===== config.mk =====
export PLATFORM = sky130hd
export DESIGN_NAME = writeback_arbiter
export DESIGN_NICKNAME = d
export VERILOG_FILES = /design/src/rtl/writeback_arbiter_pkg.sv /design/src/rtl/writeback_arbiter_rr_grant2.sv /design/src/rtl/writeback_arbiter.sv
export SDC_FILE = /design/constraint.sdc
export NUM_CORES = 1
export LEC_CHECK = 0
export BUFFER_PORTS_ARGS = -buffer_cell sky130_fd_sc_hd__buf_2
export CORE_AREA = 5 5 78 80
export CTS_BUF_LIST = sky130_fd_sc_hd__clkbuf_4 sky130_fd_sc_hd__clkbuf_8
export CTS_CLUSTER_SIZE = 25
export DETAILED_ROUTE_END_ITERATION = 10
export DIE_AREA = 0 0 83 85
export GPL_ROUTABILITY_DRIVEN = 0
export PLACE_DENSITY = 0.83
export SLEW_MARGIN = 20
export SYNTH_ARGS = -nofsm -noshare
export SYNTH_HDL_FRONTEND = slang
export SYNTH_SLANG_ARGS = --single-unit

===== constraint.sdc =====
create_clock -name clock -period 2.01 [get_ports clock]
set_input_delay 0.402 -clock clock [delete_from_list [all_inputs] [get_ports clock]]
set_output_delay 0.402 -clock clock [all_outputs]
set_load 0.02 [all_outputs]

===== src/rtl/writeback_arbiter_pkg.sv =====
// rtl/writeback_arbiter_pkg.sv - shared constants for the writeback arbiter and register file
package writeback_arbiter_pkg;

  localparam int DEFAULT_DATA_WIDTH = 32;
  localparam int DEFAULT_ADDR_WIDTH = 5;

  localparam logic [0:0] ST_INIT = 1'b0;
  localparam logic [0:0] ST_RUN  = 1'b1;

endpackage


===== src/rtl/writeback_arbiter_rr_grant2.sv =====
// rtl/writeback_arbiter_rr_grant2.sv - two-way round-robin grant, one-hot output
module rr_grant2 (
  input  logic [1:0] valid,
  input  logic       pointer,
  output logic [1:0] grant
);

  // pointer selects the winner only on contention; a lone valid always wins
  always_comb begin
    grant = valid;
    if (valid == 2'b11) begin
      grant = pointer ? 2'b10 : 2'b01;
    end
  end

endmodule


===== src/rtl/writeback_arbiter.sv =====
// rtl/writeback_arbiter.sv - register-file init sweep followed by two-requester write arbitration
module writeback_arbiter
  import writeback_arbiter_pkg::*;
#(
  parameter int DATA_WIDTH = DEFAULT_DATA_WIDTH,
  parameter int ADDR_WIDTH = DEFAULT_ADDR_WIDTH
) (
  input  logic                  clock,
  input  logic                  reset,
  input  logic                  valid_0,
  input  logic [ADDR_WIDTH-1:0] address_0,
  input  logic [DATA_WIDTH-1:0] data_0,
  output logic                  ready_0,
  input  logic                  valid_1,
  input  logic [ADDR_WIDTH-1:0] address_1,
  input  logic [DATA_WIDTH-1:0] data_1,
  output logic                  ready_1,
  output logic                  write_enable,
  output logic [ADDR_WIDTH-1:0] write_address,
  output logic [DATA_WIDTH-1:0] write_data,
  output logic                  init_done
);

  localparam logic [ADDR_WIDTH-1:0] LAST_ADDR = '1;

  logic [0:0]            state;
  logic [ADDR_WIDTH-1:0] count;
  logic                  pointer;
  logic [1:0]            grant;
  logic                  accept_ok;

  rr_grant2 u_rr_grant2 (
    .valid   ({valid_1, valid_0}),
    .pointer (pointer),
    .grant   (grant)
  );

  // reset masks ready so a same-cycle handshake is never seen by a requester
  assign accept_ok = (state == ST_RUN) && !reset;
  assign ready_0   = grant[0] & accept_ok;
  assign ready_1   = grant[1] & accept_ok;
  assign init_done = (state == ST_RUN);

  always_ff @(posedge clock) begin
    if (reset) begin
      state         <= ST_INIT;
      count         <= ADDR_WIDTH'(1);
      pointer       <= 1'b0;
      write_enable  <= 1'b0;
      write_address <= '0;
      write_data    <= '0;
    end else begin
      case (state)
        ST_INIT: begin
          write_enable  <= 1'b1;
          write_address <= count;
          write_data    <= DATA_WIDTH'(count);
          if (count == LAST_ADDR) begin
            state <= ST_RUN;
          end else begin
            count <= count + 1'b1;
          end
        end
        default: begin
          // address 0 is reserved: the handshake completes but nothing is written
          if (ready_0) begin
            pointer      <= 1'b1;
            write_enable <= (address_0 != '0);
            if (address_0 != '0) begin
              write_address <= address_0;
              write_data    <= data_0;
            end
          end else if (ready_1) begin
            pointer      <= 1'b0;
            write_enable <= (address_1 != '0);
            if (address_1 != '0) begin
              write_address <= address_1;
              write_data    <= data_1;
            end
          end else begin
            write_enable <= 1'b0;
          end
        end
      endcase
    end
  end

endmodule


==> results.json, run 1 <==
{
  "io_pins": 119,
  "synth_xor_area_share_pct": 1.08,
  "slew_headroom_pct": 77.2,
  "period_share_pct": 90.8,
  "dp_hpwl_um": 5060,
  "ctsHoldBuffers": 0,
  "synth_area_sq_um": 2430,
  "routedWlPerCell_um": 15.7,
  "cts_root_buf": "clkbuf_8",
  "synth_area_per_cell_sq_um": 10.3,
  "hold_path.class": "in -> reg",
  "outcome": "completed",
  "synthMuxAreaShare_pct": 15.2,
  "final_cell_mix": "118 x buf_2, 45 x dfxtp_1, 44 x a211oi_1",
  "ant_nets": 0,
  "clk_path_buf_depth": 2,
  "irDropWorstVdd_mv": 0.445,
  "synthAdderAreaFrac_pct": 1.03,
  "drtIter0Drc": 134,
  "dieHeight_um": 85,
  "setup_viol": 0,
  "rsz0062_at_grt": "no",
  "grt_overflow": 0,
  "synth_area_leaders": "dfxtp_1 37%, mux2i_1 15%, a211oi_1 14%",
  "fin_ws_ns": 0.184,
  "drt-total-wl_um": 6680,
  "port_buffers": 118,
  "slew_violations": 0,
  "dp.cells": 416,
  "synth_top_family_by_area": "compound AO/OA/AOI/OAI gates",
  "mostFrequentLayoutCell": "buf_2",
  "final_cells": 424,
  "path_cells": "nor2b_1, nand3_1, inv_1, buf_2",
  "fin_skew_ns": 0.0109,
  "place_ws_ns": -0.0169,
  "cap_viol_max_count": 0,
  "synth_seq_area_share_pct": 37.1,
  "crit_type": "reg -> out",
  "postCtsSetupBuffers": 0,
  "drc": 0,
  "clkLatencyLatePin_ns": 0.29,
  "synth.net_count": 316,
  "ys_warn_count": 0,
  "post_route_cells_drive_above_1_share_pct": 46.0,
  "fmax_mhz": 548,
  "synth.top_cell.area_share_pct": 37.1,
  "critical_path_arrival_ns": 1.42,
  "yosysTopAreaCell": "dfxtp_1",
  "diodes": 0,
  "dieArea_sq_um": 7060,
  "critPathMaxFanout": 4,
  "cts_inserted_buffers": 5,
  "grt_start_max_net_pins": 28,
  "cts_resized": 0,
  "coreArea_sq_um": 5340,
  "dr_total_vias": 2367,
  "cp.required_ns": 1.61,
  "h-tree-depth": 2,
  "path_clk_slew_ns": 0.08,
  "postSynthCellCount": 236,
  "nets": 431,
  "grt_pass1_vias": 2514,
  "start_kind": "flop",
  "die_x_um": 83,
  "cts_tree": "yes",
  "synth-simple-area-share_pct": 8.81,
  "period_needed_ns": 1.83,
  "cts.sinks": 45,
  "syn2layout_area_growth_pct": 33.9,
  "tightest_slew_ns": 0.338,
  "slowest_stage": "dfxtp_1",
  "dr.pass1.iters": 4,
  "synth_compound_area_share_pct": 29.7,
  "p_leak_nw": 1.49,
  "ys_seq_elements": 45,
  "worst-path-buf-inv": 2,
  "synth.distinct_cells": 37,
  "cp_top_family": "simple AND/OR/NAND/NOR gates",
  "grt_pass1_wl_um": 11200,
  "critPathMaxStageDelay_ns": 0.33,
  "rows": 27,
  "via_per_inst": 5.58,
  "start_util_pct": 45.5,
  "worst_setup_path_end_kind": "output port",
  "grtUsageTotal_pct": 18.8,
  "powerDensity_nw_per_um2": 575,
  "hold_viol_final": 0,
  "antenna_found_initial": 0
}
## synthesized netlist by cell type (all sizes together)
| master | n |
|---|---|
| a211oi | 54 |
| dfxtp | 45 |
| mux2i | 37 |
| buf | 18 |
| nor2b | 11 |
| o2111ai | 10 |
| o311ai | 10 |
| clkbuf | 8 |
| a21oi | 5 |
| nor2 | 5 |
| or3b | 5 |
| nand2 | 4 |
| o21ai | 4 |
| nand2b | 3 |
| ha | 2 |
| or4 | 2 |
| xor2 | 2 |
| a21boi | 1 |
| a311oi | 1 |
| and2 | 1 |
| and3 | 1 |
| inv | 1 |
| nand3 | 1 |
| nand4 | 1 |
| o211a | 1 |
| o211ai | 1 |
| or2 | 1 |
| xnor2 | 1 |
## final timing paths
kind | start | to | slack [ns] | depth (start not counted)
worst min register to register | count[4]$_SDFFE_PP0P_ | count[4]$_SDFFE_PP0P_ | 0.51 | 2
worst min-delay path | valid_1 | pointer$_SDFFE_PP0P_ | 0.38 | 2
worst max register to register | init_done$_SDFF_PP0_ | write_data[10]$_SDFFE_PP0P_ | 0.28 | 6
worst max-delay path | init_done$_SDFF_PP0_ | ready_1 | 0.18 | 4
## metal layers
metal / GRT usage, % / share of wire [%] / wire length [um] / vias up
li1: - / - / - / 1159
met1: 20.2 / 38 / 2550 / 1107
met2: 34.8 / 52 / 3500 / 88
met3: 4.85 / 7.0 / 465 / 13
met4: 7.88 / 2.3 / 154 / 0
met5: 0 / 0 / 0 / -
## worst reg2reg max path, delay by kind of cell (launching register included)
kind | cells | cell delay, ns
compound gates | 2 | 0.37
buf+inv | 2 | 0.48
simple gates | 2 | 0.47
flops | 1 | 0.33
## area by class of cell
class                   count  area, sq um
clock inverters             2         38.8
flip-flops and latches     45          901
well taps                  72         90.1
fillers                   480         2090
repair buffers            134          773
inverters                   1         3.75
multi-input cells         164         1370
clock buffers               6         76.3
## logic make-up after synthesis
family | after synthesis
multiplexers | 37
buffers and inverters | 27
AO/OA/AOI/OAI | 87
AND/OR/NAND/NOR | 35
adder cells (fa/ha/maj) | 2
XOR/XNOR | 3
flip-flops | 45
## sequential cells by signal (all words and copies together) (netlist names)
name           flops
write_data        32
count              5
write_address      5
init_done          1
pointer            1
write_enable       1
## power by group
part           switching, mW  internal, mW
registers             0.0133         0.911
logic                  0.125         0.136
clock network          0.298         0.387
total                  0.436          1.43
## metrics by stage
| step | setup TNS [ns] | utilization [%] | instance area [sq um] | hold slack (ns) | power, mW |
|---|---|---|---|---|---|
| floorplan | 0 | - | 2430 | 0.463 | 1.08 |
| global placement | 0 | 58.8 | 3140 | 0.484 | 1.20 |
| detailed placement | -0.0376 | 58.8 | 3140 | 0.493 | 1.21 |
| CTS | 0 | 60.9 | 3250 | 0.379 | 1.89 |
| global route | 0 | 60.9 | 3250 | 0.385 | 1.97 |
| finish | 0 | 60.9 | 3250 | 0.385 | 1.87 |
(Power assumes the default switching activity.)
==> inputs of run 2 (changes only) <==
- BUFFER_PORTS_ARGS: -buffer_cell sky130_fd_sc_hd__buf_2 -> -buffer_cell sky130_fd_sc_hd__buf_4
==> run 2 against run 1 <==
Against the previous run:
- maximum frequency shrank 0.57%
- first-iteration DRC count is 56% lower
- total power is 3.5% higher
- final cell count is 0.24% higher
- critical path type unchanged
==> results.json, run 2 (same netlist as run 1, synthesis figures left out) <==
{
  "io_pins": 119,
  "clkLatencyLatePin_ns": 0.30,
  "clkPwrFrac_pct": 36.2,
  "rsz0062_at_grt": "no",
  "grtUsageTotal_pct": 19.2,
  "ctsHoldBuffers": 0,
  "critPathMaxFanout": 8,
  "fillers": 442,
  "cts_root_buf": "clkbuf_8",
  "hold_path.class": "in -> reg",
  "coreArea_sq_um": 5340,
  "p_seq_share_pct": 47.7,
  "p_leak_nw": 1.55,
  "p_int_mw": 1.48,
  "setup_viol": 0,
  "p_switching_mw": 0.455,
  "cp.required_ns": 1.61,
  "reg_top3": "write_data (32), count (5), write_address (5)",
  "timing.rr.end": "write_data[22]$_SDFFE_PP0P_",
  "cp_top_family": "buffers and inverters",
  "outcome": "completed",
  "powerDensity_nw_per_um2": 548,
  "worstHoldEndpoint": "pointer$_SDFFE_PP0P_",
  "grt_overflow": 0,
  "post_route_cells_drive_above_1_share_pct": 46.2,
  "dp_hpwl_um": 5400,
  "dr_total_vias": 2395,
  "rows": 27,
  "path_cells": "nand2b_1, nand3_1, inv_1, buf_4",
  "syn2layout_area_growth_pct": 45.3,
  "period_share_pct": 91.4,
  "fin_setup_tns_ns": 0,
  "period_needed_ns": 1.84,
  "critPathMaxStageDelay_ns": 0.42,
  "die_x_um": 83,
  "grt_use_met1_pct": 21.3,
  "final_cell_mix": "132 x buf_4, 45 x dfxtp_1, 44 x a211oi_1",
  "clk_path_buf_depth": 2,
  "nets": 432,
  "grt_pass1_wl_um": 11400,
  "dieHeight_um": 85,
  "path_clk_slew_ns": 0.09,
  "top_register": "write_data",
  "diodes": 0,
  "busiest_layer": "met2",
  "crit_type": "reg -> out",
  "hold_depth": 2,
  "rrSetupSlack_ns": 0.27,
  "hold_start": "valid_1",
  "rr_worst_depth": 6,
  "cts.sinks": 45,
  "grt_start_max_net_pins": 28,
  "largest_register_ffs": 32,
  "fmax_mhz": 545,
  "start_kind": "flop",
  "ant_nets": 0,
  "start_util_pct": 45.5,
  "irDropWorstVdd_mv": 0.390,
  "power_mw": 1.94,
  "port_buffers": 118,
  "cap_viol_max_count": 0,
  "r2r_start": "pointer$_SDFFE_PP0P_",
  "fin_skew_ns": 0.00892,
  "cts_inserted_buffers": 5,
  "slowest_stage": "dfxtp_1",
  "hold_viol_final": 0,
  "postCtsSetupBuffers": 0,
  "cts_resized": 0,
  "worst-path-buf-inv": 2,
  "grt_pass1_vias": 2470,
  "grt_util_met3_pct": 5.92,
  "drtIter0Drc": 59,
  "routedWlPerCell_um": 16.9,
  "cts_tree": "yes",
  "h-tree-depth": 2,
  "dr.pass1.iters": 4,
  "antenna_found_initial": 0,
  "critical_path_arrival_ns": 1.43,
  "via_per_inst": 5.64,
  "p_comb_share_pct": 16.1,
  "drt-total-wl_um": 7170,
  "mostFrequentLayoutCell": "buf_4",
  "tightest_slew_ns": 0.436,
  "worst_setup_path_end_kind": "output port",
  "use_met2_pct": 34.9,
  "dieArea_sq_um": 7060,
  "switching_share_pct": 23.5,
  "drc": 0,
  "slew_violations": 0,
  "slew_headroom_pct": 70.9
}
-- run 2: changes by cell type in the layout (fill, tap and decap cells not counted), sizes merged --
cell / delta
buf: +1
-- run 2: how the worst max path moves through the flow --
stage | startpoint | to | slack [ns] | cells past startpoint
2_1_floorplan | address_1[3] | write_data[22]$_SDFFE_PP0P_ | 0.18 | 6
3_3_place_gp | address_1[3] | write_data[11]$_SDFFE_PP0P_ | 0.04 | 6
3_5_place_dp | address_1[3] | write_data[22]$_SDFFE_PP0P_ | -0.03 | 6
4_1_cts | pointer$_SDFFE_PP0P_ | ready_1 | 0.16 | 4
5_1_grt | pointer$_SDFFE_PP0P_ | ready_1 | 0.09 | 4
6_report | pointer$_SDFFE_PP0P_ | ready_1 | 0.17 | 4
-- run 2: metrics by stage --
| step | hold WS [ns] | setup slack (ns) | util (%) | cells | cell area, sq um |
|---|---|---|---|---|---|
| 3_3_place_gp | 0.484 | 0.0426 | 64.0 | 417 | 3410 |
| 6_report | 0.348 | 0.174 | 66.1 | 425 | 3530 |
| 5_1_grt | 0.348 | 0.0869 | 66.1 | 425 | 3530 |
| 2_1_floorplan | 0.463 | 0.184 | - | 236 | 2430 |
| 4_1_cts | 0.345 | 0.163 | 66.1 | 425 | 3530 |
| 3_5_place_dp | 0.493 | -0.0273 | 64.0 | 417 | 3410 |
-- run 2: layer usage --
layer	routed length [um]	vias to the layer above
li1	-	1163
met1	2700	1141
met2	3840	78
met3	476	13
met4	155	0
met5	0	-
-- run 2: layout make-up --
type | instances | area, sq um | area share, %
clock buffers | 6 | 76.3 | 2.16
clock inverters | 2 | 38.8 | 1.10
inverters | 1 | 3.75 | 0.106
multi-input cells | 164 | 1370 | 38.8
flip-flops and latches | 45 | 901 | 25.5
well taps | 72 | 90.1 | 2.55
repair buffers | 135 | 1050 | 29.8
-- run 2: power groups by stage --
stage               clock network, mW  registers [mW]  logic, mW
global route                    0.751           0.926      0.335
finish                          0.700           0.924      0.311
global placement                    0           0.945      0.304
floorplan                           0           0.957      0.125
CTS                             0.710           0.924      0.313
detailed placement                  0           0.945      0.312
==> inputs of run 3 (changes only) <==
- ABC_CLOCK_PERIOD_IN_PS: default -> 2009
- CELL_PAD_IN_SITES_DETAIL_PLACEMENT: default -> 1
- CELL_PAD_IN_SITES_GLOBAL_PLACEMENT: default -> 1
- CORE_AREA: 5 5 78 80 -> 5 5 90 92
- DIE_AREA: 0 0 83 85 -> 0 0 95 97
- PLACE_DENSITY: 0.83 -> 0.84
==> run 3 against run 2 <==
Against the previous run:
- core utilization fell by 16 points
- critical endpoint unchanged
- global-route usage decreased by 1.4 points
- design area rose by 0.96%
- largest cell class unchanged
- sequential share of layout area decreased by 0.24 points
- critical path depth unchanged
==> results.json, run 3 (same netlist as run 1, synthesis figures left out) <==
{
  "outcome": "completed",
  "rows": 31,
  "path_cells": "nor2b_1, nand3_1, inv_1, buf_4",
  "postCtsSetupBuffers": 0,
  "top_register": "write_data",
  "cts.sinks": 45,
  "dieHeight_um": 97,
  "rr_worst_depth": 6,
  "nets": 432,
  "grt_start_max_net_pins": 28,
  "path_clk_slew_ns": 0.09,
  "setup_viol": 0,
  "fmax_mhz": 538,
  "period_share_pct": 92.6,
  "p_leak_nw": 1.55,
  "start_kind": "flop",
  "largest_register_ffs": 32,
  "slew_headroom_pct": 70.3,
  "clkLatencyLatePin_ns": 0.30,
  "reg_top3": "write_data (32), count (5), write_address (5)",
  "coreArea_sq_um": 7140,
  "irDropWorstVdd_mv": 0.290,
  "die_x_um": 95,
  "routedWlPerCell_um": 18.0,
  "crit_type": "reg -> out",
  "critical_path_arrival_ns": 1.46,
  "ff_latch_area_sq_um": 901,
  "fin_setup_tns_ns": 0,
  "period_needed_ns": 1.86,
  "multi_input_area_sq_um": 1370,
  "antenna_found_initial": 0,
  "slew_violations": 0,
  "rsz0062_at_grt": "no",
  "worstSetupPathDepth": 4,
  "hold_depth": 2,
  "dr_total_vias": 2399,
  "ctsHoldBuffers": 0,
  "via_per_inst": 5.31,
  "worst_setup_path_end_kind": "output port",
  "grtUsageTotal_pct": 17.8,
  "clk_path_buf_depth": 2,
  "hold_path.class": "in -> reg",
  "cts_inserted_buffers": 5,
  "hold_viol_final": 0,
  "grt_pass1_wl_um": 13300,
  "finalInstanceArea_sq_um": 3560,
  "diodes": 0,
  "cap_viol_max_count": 0,
  "fillers": 840,
  "drt-total-wl_um": 8150,
  "dr.pass1.iters": 4,
  "cts_resized": 0,
  "critPathMaxFanout": 4,
  "io_pins": 119,
  "worst-path-buf-inv": 2,
  "port_buffers": 118,
  "fin_skew_ns": 0.00667,
  "grt_overflow": 0,
  "start_util_pct": 34.0,
  "dp_hpwl_um": 6310,
  "drc": 0,
  "syn2layout_area_growth_pct": 46.7,
  "post_route_cells_drive_above_1_share_pct": 46.2,
  "cts_tree": "yes",
  "drtIter0Drc": 99,
  "dieArea_sq_um": 9220,
  "mostFrequentLayoutCell": "buf_4",
  "cp.required_ns": 1.61,
  "grt_pass1_vias": 2620,
  "h-tree-depth": 2,
  "critPathMaxStageDelay_ns": 0.33,
  "placed_area_sq_um": 3450,
  "powerDensity_nw_per_um2": 545,
  "ant_nets": 0,
  "cp_top_family": "simple AND/OR/NAND/NOR gates",
  "slowest_stage": "dfxtp_1",
  "cts_root_buf": "clkbuf_8",
  "final_cell_mix": "132 x buf_4, 45 x dfxtp_1, 44 x a211oi_1",
  "tightest_slew_ns": 0.446
}
## run 3: cell counts in the layout (fill, tap and decap cells not counted)
Identical to the previous run, type by type.
## run 3: power by group
part	internal, mW	switching (mW)
sequential	0.911	0.0140
combinational	0.186	0.134
clock	0.387	0.311
total	1.48	0.460
## run 3: layer usage
metal | wire (um) | global-route usage, % | up-vias
li1 | - | - | 1163
met1 | 3170 | 20.5 | 1162
met2 | 4400 | 32.5 | 62
met3 | 392 | 3.26 | 12
met4 | 187 | 5.22 | 0
met5 | 0 | 0 | -
## run 3: worst register-to-register path, stage by stage (launching register included)
cell      delay [ns]
dfxtp_1         0.33
nor2b_1         0.28
nand3_1         0.15
inv_1           0.21
buf_4           0.31
a211oi_2        0.11
a211oi_1        0.26
## run 3: path summary, 6_finish.rpt
path / from / end / slack (ns)
setup / recovery: init_done$_SDFF_PP0_ / ready_1 / 0.15
hold / removal: reset / write_enable$_SDFF_PP0_ / 0.33
setup reg to reg: init_done$_SDFF_PP0_ / write_data[17]$_SDFFE_PP0P_ / 0.26
hold reg to reg: count[1]$_SDFFE_PP0P_ / count[1]$_SDFFE_PP0P_ / 0.54
## run 3: metrics by stage
stage	setup WS, ns	std cells	util [%]	power, mW	hold slack [ns]
floorplan	0.184	236	-	1.08	0.463
CTS	0.127	452	49.9	1.97	0.332
global placement	0.00733	444	48.3	1.26	0.486
global route	0.0408	452	49.9	2.03	0.332
finish	0.150	452	49.9	1.94	0.333
detailed placement	-0.0704	444	48.3	1.27	0.509
## run 3: layout make-up
type	instances	area share [%]
inverters	1	0.105
multi-input cells	164	38.4
clock buffers	6	2.14
well taps	99	3.48
repair buffers	135	29.5
clock inverters	2	1.09
flip-flops and latches	45	25.3
